`src/rtl/axi_read_arb_master.sv`:
```
// ---------------------------------------------------------------------------
// axi_read_arb_master
//
// Purpose:
//   Shares one AXI4 read port among N_REQ refill clients (icache, dcache...).
//   A round-robin arbiter picks one client at a time. Each grant issues a
//   single INCR burst of BEATS beats. The beats are assembled into a line
//   buffer, and the line is handed back to the granted client together with
//   an error flag. Only one burst is ever in flight.
//
// Ports:
//   clk, rst_n      clock; asynchronous active-low reset
//   req_valid       per-client request, held by the client until req_ready
//   req_addr        client i address at [i*ADDR_W +: ADDR_W]
//   req_ready       one-hot, single-cycle accept pulse (combinational in IDLE)
//   resp_valid      one-hot, held until the granted client raises resp_ready
//   resp_ready      per-client response accept
//   resp_data       assembled line, beat k at [k*DATA_W +: DATA_W]
//   resp_err        1 = some beat had rresp != OKAY, or the burst length was wrong
//   ar*             AXI4 read address channel (master side)
//   r*              AXI4 read data channel (master side)
// ---------------------------------------------------------------------------
module axi_read_arb_master #(
  parameter int N_REQ  = 2,
  parameter int ADDR_W = 32,
  parameter int DATA_W = 32,
  parameter int BEATS  = 4,
  parameter int LINE_W = BEATS * DATA_W
) (
  input  logic                      clk,
  input  logic                      rst_n,
  input  logic [N_REQ-1:0]          req_valid,
  input  logic [N_REQ*ADDR_W-1:0]   req_addr,
  output logic [N_REQ-1:0]          req_ready,
  output logic [N_REQ-1:0]          resp_valid,
  input  logic [N_REQ-1:0]          resp_ready,
  output logic [LINE_W-1:0]         resp_data,
  output logic                      resp_err,
  output logic                      arvalid,
  input  logic                      arready,
  output logic [ADDR_W-1:0]         araddr,
  output logic [7:0]                arlen,
  output logic [2:0]                arsize,
  output logic [1:0]                arburst,
  input  logic                      rvalid,
  output logic                      rready,
  input  logic [DATA_W-1:0]         rdata,
  input  logic [1:0]                rresp,
  input  logic                      rlast
);

  localparam int PTR_W = (N_REQ > 1) ? $clog2(N_REQ) : 1;
  localparam int CNT_W = $clog2(BEATS + 1);

  localparam logic [PTR_W:0]   NREQ_C  = (PTR_W + 1)'(N_REQ);
  localparam logic [CNT_W-1:0] BEATS_C = CNT_W'(BEATS);
  localparam logic [CNT_W-1:0] LAST_C  = CNT_W'(BEATS - 1);
  localparam logic [7:0]       ARLEN_C = 8'(BEATS - 1);
  localparam logic [2:0]       SIZE_C  = 3'($clog2(DATA_W / 8));

  typedef enum logic [1:0] {
    IDLE = 2'd0,
    AR   = 2'd1,
    R    = 2'd2,
    RESP = 2'd3
  } state_t;

  state_t              state_reg, state_next;
  logic [PTR_W-1:0]    rr_ptr_reg, rr_ptr_next;
  logic [PTR_W-1:0]    gnt_reg, gnt_next;
  logic [ADDR_W-1:0]   addr_reg, addr_next;
  logic [CNT_W-1:0]    beat_cnt_reg, beat_cnt_next;
  logic                err_reg, err_next;
  logic                beat_wr;

  // -------------------------------------------------------------------------
  // Round-robin search. The request vector is rotated right by rr_ptr, so
  // bit k of req_rot belongs to client (rr_ptr + k) mod N_REQ. The lowest set
  // bit of the rotated vector is the winner.
  // -------------------------------------------------------------------------
  logic [2*N_REQ-1:0]  req_dbl;
  logic [N_REQ-1:0]    req_rot;
  logic                grant_found;
  logic [PTR_W-1:0]    grant_off;
  logic [PTR_W:0]      grant_sum;
  logic [PTR_W-1:0]    grant_idx;
  logic [PTR_W:0]      grant_inc;
  logic [PTR_W-1:0]    grant_ptr;
  logic [ADDR_W-1:0]   grant_addr;

  assign req_dbl = {req_valid, req_valid} >> rr_ptr_reg;
  assign req_rot = req_dbl[N_REQ-1:0];

  always_comb begin
    grant_found = 1'b0;
    grant_off   = '0;
    // Walk downward so that the lowest set bit is the one left standing.
    for (int k = N_REQ - 1; k >= 0; k--) begin
      if (req_rot[k]) begin
        grant_found = 1'b1;
        grant_off   = k[PTR_W-1:0];
      end
    end
  end

  assign grant_sum  = {1'b0, rr_ptr_reg} + {1'b0, grant_off};
  assign grant_idx  = (grant_sum >= NREQ_C) ? PTR_W'(grant_sum - NREQ_C)
                                            : grant_sum[PTR_W-1:0];
  assign grant_inc  = {1'b0, grant_idx} + (PTR_W + 1)'(1);
  assign grant_ptr  = (grant_inc >= NREQ_C) ? '0 : grant_inc[PTR_W-1:0];
  assign grant_addr = req_addr[grant_idx*ADDR_W +: ADDR_W];

  // -------------------------------------------------------------------------
  // State register and control registers
  // -------------------------------------------------------------------------
  always_ff @(posedge clk or negedge rst_n) begin
    if (!rst_n) begin
      state_reg    <= IDLE;
      rr_ptr_reg   <= '0;
      gnt_reg      <= '0;
      addr_reg     <= '0;
      beat_cnt_reg <= '0;
      err_reg      <= 1'b0;
    end else begin
      state_reg    <= state_next;
      rr_ptr_reg   <= rr_ptr_next;
      gnt_reg      <= gnt_next;
      addr_reg     <= addr_next;
      beat_cnt_reg <= beat_cnt_next;
      err_reg      <= err_next;
    end
  end

  // -------------------------------------------------------------------------
  // Next-state logic and AXI outputs. AXI fields are driven only while the
  // matching channel is active so that every output reads 0 outside it.
  // -------------------------------------------------------------------------
  always_comb begin
    state_next    = state_reg;
    rr_ptr_next   = rr_ptr_reg;
    gnt_next      = gnt_reg;
    addr_next     = addr_reg;
    beat_cnt_next = beat_cnt_reg;
    err_next      = err_reg;
    arvalid       = 1'b0;
    araddr        = '0;
    arlen         = '0;
    arsize        = '0;
    arburst       = '0;
    rready        = 1'b0;
    beat_wr       = 1'b0;

    unique case (state_reg)
      IDLE: begin
        if (grant_found) begin
          gnt_next    = grant_idx;
          addr_next   = grant_addr;
          rr_ptr_next = grant_ptr;
          state_next  = AR;
        end
      end

      AR: begin
        arvalid = 1'b1;
        araddr  = addr_reg;
        arlen   = ARLEN_C;
        arsize  = SIZE_C;
        arburst = 2'b01;
        if (arready) begin
          state_next = R;
        end
      end

      R: begin
        rready = 1'b1;
        if (rvalid) begin
          // Beats past the line are dropped and flagged; the counter
          // saturates at BEATS so it never aliases onto a real slot.
          if (beat_cnt_reg < BEATS_C) begin
            beat_wr       = 1'b1;
            beat_cnt_next = beat_cnt_reg + CNT_W'(1);
          end else begin
            err_next = 1'b1;
          end
          if (rresp != 2'b00) begin
            err_next = 1'b1;
          end
          if (rlast) begin
            // Only an rlast on exactly the final slot is a clean burst;
            // early and saturated cases are both length errors.
            if (beat_cnt_reg != LAST_C) begin
              err_next = 1'b1;
            end
            state_next = RESP;
          end
        end
      end

      RESP: begin
        if (resp_ready[gnt_reg]) begin
          beat_cnt_next = '0;
          err_next      = 1'b0;
          state_next    = IDLE;
        end
      end

      default: state_next = IDLE;
    endcase
  end

  // -------------------------------------------------------------------------
  // Line buffer: one register slot per beat. Slots not written by a short
  // burst keep whatever the previous line left there.
  // -------------------------------------------------------------------------
  for (genvar gi = 0; gi < BEATS; gi++) begin : g_line
    logic [DATA_W-1:0] slot_reg;

    always_ff @(posedge clk or negedge rst_n) begin
      if (!rst_n) begin
        slot_reg <= '0;
      end else if (beat_wr && (beat_cnt_reg == CNT_W'(gi))) begin
        slot_reg <= rdata;
      end
    end

    assign resp_data[gi*DATA_W +: DATA_W] = slot_reg;
  end

  // -------------------------------------------------------------------------
  // Client-side handshakes. req_ready is qualified with rst_n so that it
  // stays low while reset is held, even though requests may already be up.
  // -------------------------------------------------------------------------
  for (genvar gi = 0; gi < N_REQ; gi++) begin : g_client
    assign req_ready[gi]  = rst_n && (state_reg == IDLE) && grant_found &&
                            (grant_idx == PTR_W'(gi));
    assign resp_valid[gi] = (state_reg == RESP) && (gnt_reg == PTR_W'(gi));
  end

  assign resp_err = err_reg;

endmodule

```
`config.mk`:
```
export PLATFORM = sky130hd
export DESIGN_NAME = axi_read_arb_master
export DESIGN_NICKNAME = d
export VERILOG_FILES = /design/src/rtl/axi_read_arb_master.sv
export SDC_FILE = /design/constraint.sdc
export NUM_CORES = 1
export LEC_CHECK = 0
export ABC_AREA = 1
export BUFFER_PORTS_ARGS = -buffer_cell sky130_fd_sc_hd__buf_2
export CORE_MARGIN = 2
export CORE_UTILIZATION = 46
export CTS_BUF_LIST = sky130_fd_sc_hd__clkbuf_2 sky130_fd_sc_hd__clkbuf_4 sky130_fd_sc_hd__clkbuf_8
export CTS_CLUSTER_SIZE = 30
export DETAILED_ROUTE_END_ITERATION = 10
export PLACE_DENSITY = 0.78
export RECOVER_POWER = 100
export SYNTH_ARGS = -nofsm -noshare
export SYNTH_HDL_FRONTEND = slang
export SYNTH_SLANG_ARGS = --single-unit
```
`constraint.sdc`:
```
create_clock -name clk -period 1.5 [get_ports clk]
set_input_delay 0.225 -clock clk [delete_from_list [all_inputs] [get_ports clk]]
set_output_delay 0.225 -clock clk [all_outputs]
set_load 0.005 [all_outputs]
```
; ---- Word-level counts from Yosys, hierarchy flattened
; Index checks and enable logic that the tools add are counted.
; W data, S select, Z words.
[totals]
regBits = 168
latchBits = 0
mem_bits_rw = 0
rom_bits = 0
inputBits = 107
out_inout_bits = 180
wordCells = 86
memories = 0
[op_classes]
n_addsub = 4
multipliers = 0
div = 0
magnitude_cmp = 4
eq_ne = 13
n_shift = 2
muxes = 33
bitwise = 2
n_reduce_logical = 18
[ops]
columns = operator, n
row1 = $shiftx A64 B7 Y32, 1
row2 = $mux W32, 1
row3 = $mux W1, 19
row4 = $mux W2, 7
row5 = $ne A2 B2 Y1 const B, 6
row6 = $logic_and A1 B1 Y1, 10
row7 = $mux W3, 3
row8 = $pmux W2 S4, 1
row9 = $eq A3 B2 Y1 const B, 2
row10 = $pmux W3 S2, 1
row11 = $reduce_and A5 Y1, 1
row12 = $eq A2 B2 Y1 const B, 2
row13 = $ge A2 B2 Y1 const B, 2
row14 = $reduce_and A4 Y1, 1
row15 = $reduce_bool A2 Y1, 2
row16 = $shr A4 B1 Y2, 1
row17 = $add A3 B1 Y3 const B, 1
row18 = $eq A3 B1 Y1 const B, 1
row19 = $logic_not A3 Y1, 1
row20 = $lt A3 B3 Y1 const B, 1
row21 = $ne A3 B2 Y1 const B, 1
row22 = $reduce_and A3 Y1, 1
row23 = $add A1 B1 Y2, 1
row24 = $add A1 B1 Y2 const B, 1
row25 = 7 further kinds, 8

; ---- Depth between registers and ports, before layout
[logic_depth]
ltp_word = 9
mapped_depth = 9
ltp_nobuf = 8

; ---- Least setup slack after synthesis
; Ideal clock, no wire load.
[synth_timing]
path_kind = register to output
start = register state_reg[1]
end = output araddr[10]
t_arrival_ps = 1311
required_time_ps = 1275
path_slack_ps = -36
path_stages_with_launch = 7
path_buffers = 2
cell_sequence = dfrtp_1 -> inv_1 -> ha_1 -> clkbuf_1 -> clkbuf_1 -> nand2_1 -> inv_1
[synth_between]
elab_chain_cells = 2
[synth_rtl]
columns = element, line
row1 = "start, declared", 68  ; state_t state_reg, state_next;
row2 = "start signal, assigned", 125  ; state_reg <= state_next;
row3 = $eq A2 B1 Y1, 153  ; unique case (state_reg)
row4 = $mux W32, 153
row5 = "end, declared", 41  ; output logic [ADDR_W-1:0] araddr,
; No other way between the ends.

; ---- Worst setup path in the final report
[layout_timing]
start = register state_reg[1]
end = output araddr[27]
; Same word-level chain as after synthesis.

==> results.toml <==
[run_status]
run_status = "finished, violations left"
violations = "negative setup slack"

[setup_path]
slowest_delay_ns = 0.43
crit_type = "flip-flop to primary output"
start_kind = "flip-flop"
critPathSlowestCell = "dfrtp_1"
startpoint = "state_reg[1]"
r2r_start = "state_reg[0]"
path_cells = "inv_2, ha_4, buf_4, buf_16, nand2_1, inv_1, buf_2"
required_ns = 1.27
cp_max_fo = 8
crit_path_end_kind = "primary output"
arrival_ns = 1.65
r2r_slack_ns = -0.24

[cells_and_area]
stdcell_count = 1347
largest_reg_flops = 128
layout_commonest_cell = "nand2_1"
drive_gt1_frac = 0.301
num-fill-cells = 1396
final_cell_mix = "nand2_1, buf_2, dfrtp_1"
finish.utilization = 0.630
area_delta_synth_final_pct = 34.7
layout.nets = 1233

[yosys]
ys_ff_latch = 168
synth.largest_area_cell = "dfrtp_1"
netlist_instances = 805
synth.avg_cell_area_um2 = 9.17
ys_seq_area_frac = 0.570
synth_top_area_frac = 0.570
syn_area_mm2 = 0.00738
netlist_top_cells_area = "dfrtp_1, nand2_1, nand3_1"
yosysUniqueCellTypes = 21
synth_warnings = 0

[sta]
fin_crit_sh = 1.25
maxSlewViolCount = 0
final-setup-viol-count = 176
min_period_ns = 1.88
max_freq_mhz = 532
slew_headroom = 0.387
fin_skew_ns = 0.0141
tightest_slew_ns = 0.920
hold_violations = 0
postLayoutSetupSlackWorst_ns = -0.379
rsz0062_at_grt = "yes"

[global_routing]
grt_pass1_vias = 6349
grt_max_degree = 169
grt_usage = 0.239
grt_antenna_before_repair = 0
gr-total-overflow = 0
grt_pass1_wl_um = 31800

[floorplan]
io_pins = 287
rows = 46
start_util = 0.468
core_area_mm2 = 0.0158
die_area_mm2 = 0.0171
die_width_um = 131
chipHeight_um = 131

[pwr]
peakVddDrop_uv = 823
leakage_nw = 5.38
p_per_area_mw_per_mm2 = 1930

[drt]
drt_pass1_iterations = 5
drt-vias-per-instance = 4.98
drcViolationCount = 0
routedWlPerCell_um = 15.6
wl_um = 21000
ant_nets = 0
vias = 6713
drtIter0Drc = 371

[clock_tree]
cts.sinks = 168
clk-insertion-delay-late_ns = 0.45
cts_tree = "built"
cts_buffer_depth = 2
root_buffer = "clkbuf_8"
cts_buffers = 17
cts-htree-levels = 4
clk_pin_slew_worst_paths_ns = 0.09

[place]
io_buffers = 277
dp_hpwl_um = 13600
dp.cells = 1273
gp_congestion = 0.761

[job]
cap_violations = 0

[worst_hold_path]
hold_class = "input pin to flip-flop"
min-delay-start = "req_addr[1]"
## timing repair
item / 4_1_cts / 5_1_grt
setup buffers: 7 / 3
hold endpoints to repair: 110 / 0
cloned: 5 / 2
endpoints found under the setup margin: 107 / 204
hold buffers: 25 / 0
pin swaps: 3 / 3
resized for setup: 34 / 43
## worst paths after layout
path | endpoint | cells past startpoint
setup reg to reg | g_line[2].slot_reg[3] | 9
hold / removal | addr_reg[1] | 3
setup / recovery | araddr[27] | 7
hold reg to reg | g_line[3].slot_reg[1] | 2
min in group asynchronous | g_line[1].slot_reg[30] | 3
max in group asynchronous | g_line[1].slot_reg[12] | 3
## worst max-delay path, delay by kind of cell (launching register included)
| kind | cells | cell delay, ns |
|---|---|---|
| DFF | 1 | 0.43 |
| buffers and inverters | 5 | 0.53 |
| and+or+nand+nor | 1 | 0.05 |
| adders and majority gates | 1 | 0.19 |
## synthesized netlist by cell type
| library cell | count |
|---|---|
| nand2_1 | 230 |
| dfrtp_1 | 168 |
| nand3_1 | 99 |
| o21ai_1 | 91 |
| inv_1 | 89 |
| o21ai_2 | 37 |
| buf_6 | 22 |
| buf_4 | 15 |
| clkbuf_1 | 12 |
| nor2_1 | 11 |
| ha_1 | 9 |
| buf_1 | 6 |
| nand2_4 | 4 |
| o21ai_0 | 3 |
| a21oi_1 | 2 |
| buf_2 | 2 |
| conb_1 | 1 |
| nand2_2 | 1 |
| nor2_8 | 1 |
| nor3_1 | 1 |
| o22ai_1 | 1 |
## metal layers
metal | global-route usage | up-vias | part of all wire
met5 | 0 | - | 0
met4 | 0.105 | 0 | 0.030
met3 | 0.0603 | 46 | 0.087
met2 | 0.394 | 352 | 0.48
met1 | 0.298 | 3144 | 0.40
li1 | - | 3171 | -
## metrics by stage
stage | instance area (µm²) | power [mW] | setup WS [ns] | hold slack, ns | setup TNS, ns
final | 9940 | 19.1 | -0.379 | 0.0257 | -32.33
after global routing | 9930 | 20.6 | -0.473 | 0.0137 | -48.59
after CTS | 9900 | 18.9 | -0.367 | 0.000271 | -32.55
after detailed placement | 8960 | 15.0 | -0.0322 | 0.463 | -0.321
after global placement | 8960 | 14.8 | 0.0323 | 0.459 | 0
after floorplan | 7410 | 11.7 | -0.0359 | -0.0706 | -1.21
## cell families (layout without fill, tap and decap cells)
kind of cell / Yosys count / count (layout) / synth area share
flops: 168 / 168 / 0.570
other cells: 1 / 10 / 0.000508
fa+ha+maj: 9 / 9 / 0.0153
compound gates: 134 / 134 / 0.110
buf+inv: 146 / 463 / 0.105
simple gates: 347 / 347 / 0.200
## cell type report
type                       instances  area, µm²  share of cell area
timing repair buffer             342       2190               0.221
multi-input combinational        499       2570               0.258
antenna                            1       2.50            0.000252
clock inverter                    13        110              0.0111
sequential                       168       4210               0.423
tap                              216        270              0.0272
clock buffer                      19        255              0.0257
inverter                          89        334              0.0336
## power by group
part / switching, mW / internal (mW) / total, mW
clock network: 1.78 / 1.26 / 3.04
logic: 4.43 / 3.79 / 8.23
registers: 1.28 / 6.58 / 7.87
total: 7.50 / 11.6 / 19.1
Note: power is estimated with default switching activity, not from simulation.
